[src/rtl/hash_pkg.sv]
// hash_pkg: shared types and constants for the hash round sequencer
// Contents: hash_state_t FSM encoding, IV bytes, LEN_W, ROUNDS, c_byte_t length-byte view.
package hash_pkg;
    localparam int LEN_W = 64;
    localparam int ROUNDS = 8;
    localparam logic [0:7][7:0] IV = {8'h6a, 8'h09, 8'he6, 8'h67, 8'hbb, 8'h67, 8'hae, 8'h85};
    typedef enum logic [2:0] {IDLE, INIT, WAIT_BYTE, ROUND, FINAL, DONE} hash_state_t;
    // element [0] is the least significant byte of the length counter
    typedef logic [0:7][7:0] c_byte_t;
endpackage

[src/rtl/hash_len_counter.sv]
// hash_len_counter: message byte-length counter C, presented as eight bytes
// Ports: clk, reset (async, active-high), clr (zero C), inc (count one byte), c_byte (C split, [0] = LSB).
// Build option HASH_LEN_SAT_EN: C saturates at all-ones and sets the sticky len_sat flag;
// otherwise C wraps modulo 2^64.
module hash_len_counter
    import hash_pkg::*;
(
    input  logic    clk,
    input  logic    reset,
    input  logic    clr,
    input  logic    inc,
    output c_byte_t c_byte
);
    logic [LEN_W-1:0] c;
`ifdef HASH_LEN_SAT_EN
    logic len_sat;
    always_ff @(posedge clk or posedge reset) begin
        if (reset) begin
            c       <= '0;
            len_sat <= 1'b0;
        end else if (clr) begin
            c       <= '0;
            len_sat <= 1'b0;
        end else if (inc) begin
            if (&c) len_sat <= 1'b1;
            else c <= c + 1'b1;
        end
    end
`else
    always_ff @(posedge clk or posedge reset) begin
        if (reset) c <= '0;
        else if (clr) c <= '0;
        else if (inc) c <= c + 1'b1;
    end
`endif
    always_comb begin
        c_byte = '0;
        for (int k = 0; k < 8; k++) c_byte[k] = c[8*k +: 8];
    end
endmodule

[src/rtl/hash_round_ctrl.sv]
// hash_round_ctrl: sequencer driving the 8-byte hash datapath through update and final rounds
// Ports: clk, reset (async, active-high); msg_valid/msg_byte/msg_last/msg_ready byte stream in;
// init_H, update_H, i_count, sel_final, byte_out, C_byte datapath controls;
// digest_valid/digest_ready digest handoff; busy = not idle.
// Build option HASH_LEN_SAT_EN (in hash_len_counter): saturating length counter.
module hash_round_ctrl
    import hash_pkg::*;
#(
    parameter int FINAL_PASSES = 1
) (
    input  logic       clk,
    input  logic       reset,
    input  logic       msg_valid,
    input  logic [7:0] msg_byte,
    input  logic       msg_last,
    output logic       msg_ready,
    output logic       init_H,
    output logic       update_H,
    output logic [2:0] i_count,
    output logic       sel_final,
    output logic [7:0] byte_out,
    output c_byte_t    C_byte,
    output logic       digest_valid,
    input  logic       digest_ready,
    output logic       busy
);
    hash_state_t state, state_nx;
    logic [1:0] pass;
    logic last_q;
    logic accept;
    logic last_round;
    assign accept     = (state == WAIT_BYTE) && msg_valid;
    assign last_round = (i_count == 3'(ROUNDS - 1));
    always_ff @(posedge clk or posedge reset) begin
        if (reset) begin
            state    <= IDLE;
            i_count  <= '0;
            pass     <= '0;
            byte_out <= '0;
            last_q   <= 1'b0;
        end else begin
            state <= state_nx;
            if (accept) begin
                byte_out <= msg_byte;
                last_q   <= msg_last;
                i_count  <= '0;
            end
            // i_count wraps 7->0 on its own, so it reads 0 again when a round block ends
            if (state == ROUND || state == FINAL) i_count <= i_count + 3'd1;
            if (state == ROUND && last_round) pass <= '0;
            if (state == FINAL && last_round) pass <= pass + 2'd1;
        end
    end
    always_comb begin
        state_nx = state;
        unique case (state)
            IDLE:      state_nx = msg_valid ? INIT : IDLE;
            INIT:      state_nx = WAIT_BYTE;
            WAIT_BYTE: state_nx = msg_valid ? ROUND : WAIT_BYTE;
            ROUND:     state_nx = last_round ? (last_q ? FINAL : WAIT_BYTE) : ROUND;
            FINAL:     state_nx = (last_round && pass == 2'(FINAL_PASSES - 1)) ? DONE : FINAL;
            DONE:      state_nx = digest_ready ? IDLE : DONE;
            default:   state_nx = IDLE;
        endcase
    end
    assign msg_ready    = (state == WAIT_BYTE);
    assign init_H       = (state == INIT);
    assign update_H     = (state == ROUND) || (state == FINAL);
    assign sel_final    = (state == FINAL);
    assign digest_valid = (state == DONE);
    assign busy         = (state != IDLE);
    hash_len_counter u_len (
        .clk    (clk),
        .reset  (reset),
        .clr    (state == INIT),
        .inc    (accept),
        .c_byte (C_byte)
    );
endmodule
[config.mk]
export PLATFORM = sky130hd
export DESIGN_NAME = hash_round_ctrl
export DESIGN_NICKNAME = d
export VERILOG_FILES = /design/src/rtl/hash_pkg.sv /design/src/rtl/hash_len_counter.sv /design/src/rtl/hash_round_ctrl.sv
export SDC_FILE = /design/constraint.sdc
export NUM_CORES = 1
export LEC_CHECK = 0
export CAP_MARGIN = 10
export CORE_AREA = 4 4 117 119
export CTS_BUF_LIST = sky130_fd_sc_hd__clkbuf_4 sky130_fd_sc_hd__clkbuf_8 sky130_fd_sc_hd__clkbuf_16
export DETAILED_ROUTE_END_ITERATION = 6
export DIE_AREA = 0 0 121 123
export GPL_ROUTABILITY_DRIVEN = 0
export PLACE_DENSITY = 0.6
export SLEW_MARGIN = 10
export SYNTH_ARGS = -nofsm -noshare
export SYNTH_HDL_FRONTEND = slang
export SYNTH_SLANG_ARGS = --single-unit
[constraint.sdc]
create_clock -name clk -period 3.9 [get_ports clk]
set_input_delay 0.975 -clock clk [delete_from_list [all_inputs] [get_ports clk]]
set_output_delay 0.975 -clock clk [all_outputs]
set_load 0.01 [all_outputs]
==> metrics.txt <==
# TYPE chip_impl_metric gauge
chip_impl_metric{name="power_frac_clock",unit=""} 0.321
chip_impl_metric{name="synth_compound_gate_area_share",unit=""} 0.1198
chip_impl_metric{name="power.density_cell_area",unit="mW/mm^2"} 435.2
chip_impl_metric{name="yosysUniqueCellTypes",unit=""} 48
chip_impl_metric{name="place.detailed.hpwl",unit="mm"} 8.528
chip_impl_metric{name="final_layout_size_suffix_gt1_frac",unit=""} 0.06349
chip_impl_metric{name="synth_edf_count",unit=""} 0
chip_impl_metric{name="nets",unit=""} 579
chip_impl_info{name="tritoncts",value="built"} 1
chip_impl_info{name="reg2reg_from",value="u_len.c[3]"} 1
chip_impl_metric{name="syn-num-nets",unit=""} 487
chip_impl_metric{name="clock_sink_count",unit=""} 81
chip_impl_metric{name="power.net_switching",unit="W"} 0.0007689
chip_impl_metric{name="maxSlewViolCount",unit=""} 0
chip_impl_metric{name="synth-xor-area-share",unit=""} 0.05280
chip_impl_info{name="hold_path.startpoint",value="byte_out[2]"} 1
chip_impl_metric{name="antenna_violating_nets_post_route",unit=""} 0
chip_impl_metric{name="floorplan.die.height",unit="microns"} 123
chip_impl_metric{name="totalNegativeSetupSlack",unit="ns"} 0
chip_impl_info{name="setup.worst_path.start_class",value="input pin"} 1
chip_impl_metric{name="post_synth.cell_area_avg",unit="sq um"} 9.176
chip_impl_info{name="synthFlopType",value="sky130_fd_sc_hd__dfrtp_1"} 1
chip_impl_metric{name="via_count_of_the_first_global_routing_pass",unit=""} 3823
chip_impl_metric{name="design.die.area",unit="sq mm"} 0.01488
chip_impl_metric{name="yosysTopAreaCellShare",unit=""} 0.4700
chip_impl_metric{name="ys_seq_elements",unit=""} 81
chip_impl_info{name="ys_top_cells_by_area",value="sky130_fd_sc_hd__dfrtp_1 (47%), sky130_fd_sc_hd__nand2_1 (5.5%), sky130_fd_sc_hd__a21oi_1 (4.4%)"} 1
chip_impl_info{name="hp-class",value="reg -> reg"} 1
chip_impl_metric{name="insertedDiodeCount",unit=""} 0
chip_impl_metric{name="synthToLayoutAreaGrowth",unit="%"} 32.14
chip_impl_metric{name="clkTransAtPathRegs",unit="ns"} 0.06
chip_impl_info{name="setup.worst_path.end_class",value="register"} 1
chip_impl_metric{name="number_of_antenna_violations_at_the_first_check_in_global_routing",unit=""} 0
chip_impl_metric{name="post_drt_via_cell_ratio",unit=""} 5.407
chip_impl_metric{name="worstSkewPairLatency",unit="ns"} 0.34
chip_impl_metric{name="detail_route.drc_violations",unit=""} 0
chip_impl_metric{name="finalWorstPathRequiredPeriod",unit="ns"} 3.114
chip_impl_metric{name="worstPathMaxFanout",unit=""} 8
chip_impl_metric{name="synth.yosys.seq_area_share",unit=""} 0.4700
chip_impl_metric{name="skew",unit="ns"} 0.005216
chip_impl_metric{name="initial_util",unit=""} 0.3432
chip_impl_info{name="leading_post_synthesis_cells_by_instance_count",value="sky130_fd_sc_hd__dfrtp_1 (81), sky130_fd_sc_hd__nand2_1 (63), sky130_fd_sc_hd__a21oi_1 (38), sky130_fd_sc_hd__nor2_1 (38), sky130_fd_sc_hd__nand4_1 (27)"} 1
chip_impl_metric{name="cts-buffers-inserted",unit=""} 9
chip_impl_metric{name="cp.required",unit="ns"} 4.16
chip_impl_metric{name="synthesis.instances",unit=""} 470
chip_impl_metric{name="die_width",unit="microns"} 121
chip_impl_metric{name="post_synth_and_or_nand_nor_area_fraction",unit=""} 0.3064
chip_impl_metric{name="vdd_ir_drop_max",unit="mV"} 0.2990
chip_impl_metric{name="finalSetupViolCount",unit=""} 0
chip_impl_metric{name="final_cell_count_no_fill",unit=""} 739
chip_impl_metric{name="coreArea",unit="sq mm"} 0.01257
chip_impl_metric{name="timing_worst_slew_pin_value",unit="ns"} 0.8031
chip_impl_info{name="endpoint_with_the_worst_hold_slack",value="byte_out[2]"} 1
chip_impl_metric{name="grt_use_total",unit=""} 0.1674
chip_impl_metric{name="power_switching_share",unit=""} 0.3100
chip_impl_metric{name="async_sr_flop_fraction",unit=""} 1.000
chip_impl_info{name="cts-root-buf",value="sky130_fd_sc_hd__clkbuf_16"} 1
chip_impl_info{name="synth_top_cell_by_area",value="sky130_fd_sc_hd__dfrtp_1"} 1
chip_impl_metric{name="multiplexer_share_of_the_synthesized_area",unit=""} 0.004642
chip_impl_metric{name="cts_resized",unit=""} 0
chip_impl_metric{name="drt_pre_antenna_iters",unit=""} 5
chip_impl_info{name="run_status",value="finished clean"} 1
chip_impl_metric{name="crit_arrival",unit="ns"} 3.38
chip_impl_metric{name="detail_route.iter0.violations",unit=""} 298
chip_impl_metric{name="post_cts_buffers",unit=""} 0
chip_impl_metric{name="numPortBuffers",unit=""} 93
chip_impl_metric{name="final.period_utilization",unit=""} 0.7984
chip_impl_metric{name="worstHoldPathCells",unit=""} 2
chip_impl_metric{name="ys_warn_count",unit=""} 0
chip_impl_metric{name="post_synth_instance_area",unit="sq mm"} 0.004313
chip_impl_metric{name="power_report.internal_total",unit="W"} 0.001711
chip_impl_metric{name="cap_violations",unit=""} 0
chip_impl_metric{name="power.share.sequential",unit=""} 0.433
chip_impl_metric{name="timing_hold_violations_final",unit=""} 0
chip_impl_metric{name="cts_hold_buffers",unit=""} 0
chip_impl_metric{name="max_freq",unit="GHz"} 0.3212
chip_impl_metric{name="numPlacedInstances",unit=""} 723
chip_impl_metric{name="drt-wirelength-per-cell",unit="microns"} 16.31
chip_impl_metric{name="yosys.area_share.adder",unit=""} 0.01160
chip_impl_metric{name="clock_path_buffers",unit=""} 2
chip_impl_metric{name="timing.reg2reg.setup_slack",unit="ns"} 1.28
chip_impl_metric{name="power.share.combinational",unit=""} 0.246
chip_impl_metric{name="core.rowCount",unit=""} 41
chip_impl_metric{name="cts_htree_levels",unit=""} 3
chip_impl_metric{name="grt_remaining_overflow",unit=""} 0
chip_impl_metric{name="wire_length_of_the_first_global_routing_pass",unit="mm"} 19.79
chip_impl_metric{name="num_vias",unit=""} 3996
chip_impl_metric{name="slew_headroom",unit=""} 0.4640
chip_impl_info{name="critPathKind",value="in -> reg"} 1
chip_impl_info{name="largest_family_of_logic_cells_by_synthesized_area",value="simple AND/OR/NAND/NOR gates"} 1
chip_impl_info{name="rsz0062_at_grt",value="false"} 1
chip_impl_metric{name="grt_start_max_net_pins",unit=""} 64
chip_impl_metric{name="power.static_leakage",unit="nW"} 2.264
chip_impl_metric{name="ioPinCount",unit=""} 94
chip_impl_metric{name="drt_wl_total",unit="mm"} 12.05
chip_impl_info{name="synth_most_common_cell",value="sky130_fd_sc_hd__dfrtp_1"} 1
chip_impl_metric{name="rr_worst_depth",unit=""} 5
chip_impl_info{name="critical_path.reg2reg.endpoint",value="u_len.c[31]"} 1
[sequential cells by signal, summed over array words and instances (netlist names)]
register / cells
byte_out: 8
i_count: 3
last_q: 1
pass: 2
state: 3
u_len.c: 64
[power groups by stage]
| stage | logic (W) | registers, W | clock network [W] |
|---|---|---|---|
| floorplan | 0.000309 | 0.00110 | 0 |
| global placement | 0.000610 | 0.00109 | 0 |
| detailed placement | 0.000622 | 0.00109 | 0 |
| CTS | 0.000623 | 0.00108 | 0.000818 |
| global route | 0.000678 | 0.00110 | 0.000853 |
| finish | 0.000609 | 0.00107 | 0.000797 |
[worst max path at each step]
stage                         start          end  slack, ns
final                     msg_valid  u_len.c[57]       0.79
after CTS                  state[0]     update_H       0.76
after detailed placement  msg_valid  u_len.c[57]       0.50
after global placement    msg_valid  u_len.c[57]       0.54
after global routing       state[0]     update_H       0.63
after floorplan               reset  byte_out[0]       0.84
[routing by layer]
| metal | vias to the layer above | GRT usage | routed length [microns] |
|---|---|---|---|
| li1 | 1902 | - | - |
| met5 | - | 0 | 0 |
| met3 | 9 | 0.05535 | 846 |
| met4 | 0 | 0.03824 | 64 |
| met1 | 1951 | 0.2182 | 5464 |
| met2 | 134 | 0.2720 | 5677 |
[per-stage QoR]
stage          setup WS (ns)  total power [W]  hold WS (ns)  area (sq um)  utilization
6_report              0.7862         0.002480        0.4748          5699       0.4535
5_1_grt               0.6303         0.002628        0.5071          5699       0.4535
4_1_cts               0.7638         0.002519        0.4865          5699       0.4535
3_5_place_dp          0.4955         0.001711        0.4622          5426       0.4318
3_3_place_gp          0.5410         0.001696        0.4570          5426       0.4318
2_1_floorplan         0.8449         0.001410        0.4458          4313            -
[kinds of logic (layout without fill, tap and decap cells)]
group                      after synthesis  in the layout
and+or+nand+nor                        237            237
AOI/OAI and AO/OA                       87             87
DFF                                     81             81
buffers and inverters                   33            130
xor gates and xnor gates                26             26
adders and majority gates                4              4
muxes                                    2              2
[worst max-delay path, cell delays in order]
cell and delay, ns:
sky130_fd_sc_hd__clkdlybuf4s50_1 0.54, sky130_fd_sc_hd__nand3b_1 0.16, sky130_fd_sc_hd__a2111oi_2 0.67, sky130_fd_sc_hd__nand4_1 0.39, sky130_fd_sc_hd__or4_1 0.49, sky130_fd_sc_hd__a21oi_1 0.16
[cells in the final DEF (no fill, tap or decap), drive strengths merged, types with 2 or more instances in the layout]
| cell type | synthesis | layout |
|---|---|---|
| xnor2 | 13 | 13 |
| clkinv | 0 | 3 |
| a21oi | 38 | 38 |
| buf | 6 | 5 |
| nor3 | 5 | 5 |
| clkbuf | 11 | 13 |
| and2 | 2 | 2 |
| inv | 16 | 15 |
| ha | 4 | 4 |
| nand2b | 6 | 6 |
| nand3 | 21 | 21 |
| and3 | 4 | 4 |
| clkdlybuf4s50 | 0 | 93 |
| nor3b | 2 | 2 |
| nand4 | 30 | 30 |
| dfrtp | 81 | 81 |
| o21bai | 2 | 2 |
| mux2i | 2 | 2 |
| a2111oi | 2 | 2 |
| o31ai | 17 | 17 |
| nor2 | 38 | 38 |
| nor2b | 3 | 3 |
| or3 | 21 | 21 |
| nand2 | 63 | 63 |
| xor2 | 13 | 13 |
| and4 | 5 | 5 |
| or4 | 19 | 19 |
| nor4 | 13 | 13 |
| o21ai | 21 | 21 |
[cell type report]
class	instances	area, sq um
flip-flops and latches	81	2027
fillers	1247	6869
clock inverters	3	17.52
repair buffers	98	980.9
well taps	172	215.2
multi-input cells	356	2142
clock buffers	13	255.2
inverters	16	61.31
(Power assumes the default switching activity.)
==> patch, RTL diff (same flow settings) <==
The 6 states of `hash_state_t` get a one-hot encoding in 6 bits.
--- a/src/rtl/hash_pkg.sv
+++ b/src/rtl/hash_pkg.sv
@@ -4,7 +4,7 @@
     localparam int LEN_W = 64;
     localparam int ROUNDS = 8;
     localparam logic [0:7][7:0] IV = {8'h6a, 8'h09, 8'he6, 8'h67, 8'hbb, 8'h67, 8'hae, 8'h85};
-    typedef enum logic [2:0] {IDLE, INIT, WAIT_BYTE, ROUND, FINAL, DONE} hash_state_t;
+    typedef enum logic [5:0] {IDLE = 6'b000001, INIT = 6'b000010, WAIT_BYTE = 6'b000100, ROUND = 6'b001000, FINAL = 6'b010000, DONE = 6'b100000} hash_state_t;
     // element [0] is the least significant byte of the length counter
     typedef logic [0:7][7:0] c_byte_t;
 endpackage
Check against the original RTL: no difference found for any inputs over 10 cycles, from zero or initial values and one cycle with reset high; not proved beyond that.
==> patch against the original RTL <==
- design area rose by 3.7%
- final cell count rose by 2.8%
- sequential cell count rose by 3
- clock power rose by 18%
- power rose by 4.5%
- wire length rose by 6.8%
- worst setup slack got worse by 0.28 ns
- area after synthesis rose by 3.5%
==> patch: results (changes against the original RTL) <==
CTS-BUFFERS-INSERTED=9  # unchanged
RR_WORST_DEPTH=5  # unchanged
NUM_ANTENNA_CELLS=0  # unchanged
CRIT_PATH_TOP_DELAY_CELL='sky130_fd_sc_hd__or4b_1'
WORST-ENDPOINT-ARRIVAL_NS=2.42  # -0.96 ns
INSERTION_DELAY_NS=0.35
HP-CLASS='register to register'
FILL_CELLS=1225  # -1.8%
SYN-NUM-NETS=511  # +4.9%
GLOBAL_ROUTE.USAGE.TOTAL_PCT=17.78  # +1.0 points
R2R_SETUP_SLACK_NS=0.99  # -0.29 ns
VIAS_PER_STD_CELL=5.459  # +0.96%
RUN_STATUS='finished clean'
CRITPATHLAUNCH='state[4]$_DFF_PP0_'
REGTOREGENDPOINT='u_len.c[43]$_DFFE_PP0P_'
REGISTERS_WITH_THE_MOST_FLIP_FLOPS='u_len.c x64, byte_out x8, state x6'
SYNTH.YOSYS.SEQ_AREA_SHARE_PCT=47.13  # +0.13 points
P_INT_mW=1.821  # +6.4%
FIRSTDRTPASSITERS=4  # -1
WIRE_LENGTH_OF_THE_FIRST_GLOBAL_ROUTING_PASS_UM=21110  # +6.7%
SYNTH.LIB_CELLS_USED.DISTINCT=41  # -15%
LAYOUT-DRIVE-GT1-SHARE_PCT=5.612  # -0.74 points
SYNTH.AREA.TOP_CELLS='sky130_fd_sc_hd__dfrtp_1, sky130_fd_sc_hd__nand2_1, sky130_fd_sc_hd__xnor2_1'
DRT_ITER0_MARKERS=307  # +3.0%
CLKTRANSATPATHREGS_NS=0.06  # about the same
CTS_RESIZED=0  # unchanged
MOST_USED_STANDARD_CELLS_IN_THE_SYNTHESIZED_NETLIST='sky130_fd_sc_hd__dfrtp_1, sky130_fd_sc_hd__nand2_1, sky130_fd_sc_hd__nor2_1'
NUMPORTBUFFERS=93  # unchanged
GRT_START_MAX_NET_PINS=54  # -16%
WORST_PATH_LARGEST_CELL_DELAY_NS=0.57  # -0.10 ns
LAYOUT.NETS=600  # +3.6%
H_TREE_LEVEL_COUNT=3  # unchanged
GRT_ANTENNA_BEFORE_REPAIR=0  # unchanged
ASYNCSETRESETFLOPFRACSYNTH_PCT=100.0  # unchanged
CTS_SETUP_BUFFERS=0  # unchanged
ROUTED_WL_UM=12870  # +6.8%
CTS_ROOT_BUFFER='sky130_fd_sc_hd__clkbuf_16'
CP-ENDPOINT='init_H'
REGTOREGSTARTPOINT='state[5]$_DFF_PP0_'
WORST_CLOCK_SKEW_NS=0.007341  # +0.002125 ns
TIMING.MAX_SLEW.REL_SLACK_PCT=53.33  # +6.9 points
CELLLEAKAGEPOWER_nW=2.319  # +2.4%
CP_MAX_FO=6  # -2
VIA_COUNT_OF_THE_FIRST_GLOBAL_ROUTING_PASS=4076  # +6.6%
MAX-VDD-IR-DROP_mV=0.2615  # -13%
PLACE_HPWL_UM=9089  # +6.6%
## patch: worst min-delay path by stage
stage	startpoint	end	slack [ns]	cells past startpoint
2_1_floorplan	last_q$_DFFE_PP0P_	last_q$_DFFE_PP0P_	0.46	2
3_3_place_gp	byte_out[3]$_DFFE_PP0P_	byte_out[3]$_DFFE_PP0P_	0.45	2
3_5_place_dp	byte_out[3]$_DFFE_PP0P_	byte_out[3]$_DFFE_PP0P_	0.46	2
4_1_cts	byte_out[3]$_DFFE_PP0P_	byte_out[3]$_DFFE_PP0P_	0.48	2
5_1_grt	byte_out[0]$_DFFE_PP0P_	byte_out[0]$_DFFE_PP0P_	0.51	2
6_report	byte_out[6]$_DFFE_PP0P_	byte_out[6]$_DFFE_PP0P_	0.48	2
## patch: cells by family after synthesis
family	count (synthesis)	share of synthesized area [%]
multiplexers	9	2.019
adder cells (fa/ha/maj)	4	1.121
XOR/XNOR	22	4.317
AO/OA/AOI/OAI	79	10.99
buffers and inverters	35	3.028
AND/OR/NAND/NOR	261	31.40
flip-flops	84	47.13
## patch: area by class of cell
type                       instances  area, um^2  share of cell area (%)
clock buffer                      11       246.5                   4.170
sequential                        84        2103                   35.58
timing repair buffer             100       996.0                   16.85
tap                              172       215.2                   3.641
multi-input combinational        375        2225                   37.64
inverter                          13       50.05                  0.8467
clock inverter                     5       75.07                   1.270
## patch: power by group through the flow
stage | logic (mW) | registers, mW | clock network, mW
floorplan | 0.246 | 1.11 | 0
global placement | 0.564 | 1.10 | 0
detailed placement | 0.570 | 1.10 | 0
CTS | 0.572 | 1.09 | 0.954
global route | 0.619 | 1.11 | 1.00
finish | 0.561 | 1.09 | 0.941
## patch: per-stage QoR
step | hold slack, ns | instances | setup WS (ns) | area (um^2)
6_report | 0.4752 | 760 | 0.5025 | 5911
5_1_grt | 0.5058 | 760 | 0.4009 | 5911
4_1_cts | 0.4801 | 760 | 0.4888 | 5911
3_5_place_dp | 0.4630 | 744 | 0.3760 | 5589
3_3_place_gp | 0.4498 | 744 | 0.4315 | 5589
2_1_floorplan | 0.4560 | 494 | 0.7615 | 4463
## patch: critical path, delay by kind of cell, from the launching register on
kind | cells | cell delay [ns]
buf+inv | 2 | 0.67
simple gates | 2 | 0.98
flops | 1 | 0.44
## patch: metal layers
| metal | track usage [%] | routed length (um) | up-vias |
|---|---|---|---|
| met4 | 7.436 | 227 | 0 |
| met1 | 22.93 | 5704 | 2009 |
| met2 | 28.27 | 6065 | 122 |
| li1 | - | - | 1998 |
| met3 | 4.895 | 877 | 20 |
| met5 | 0 | 0 | - |
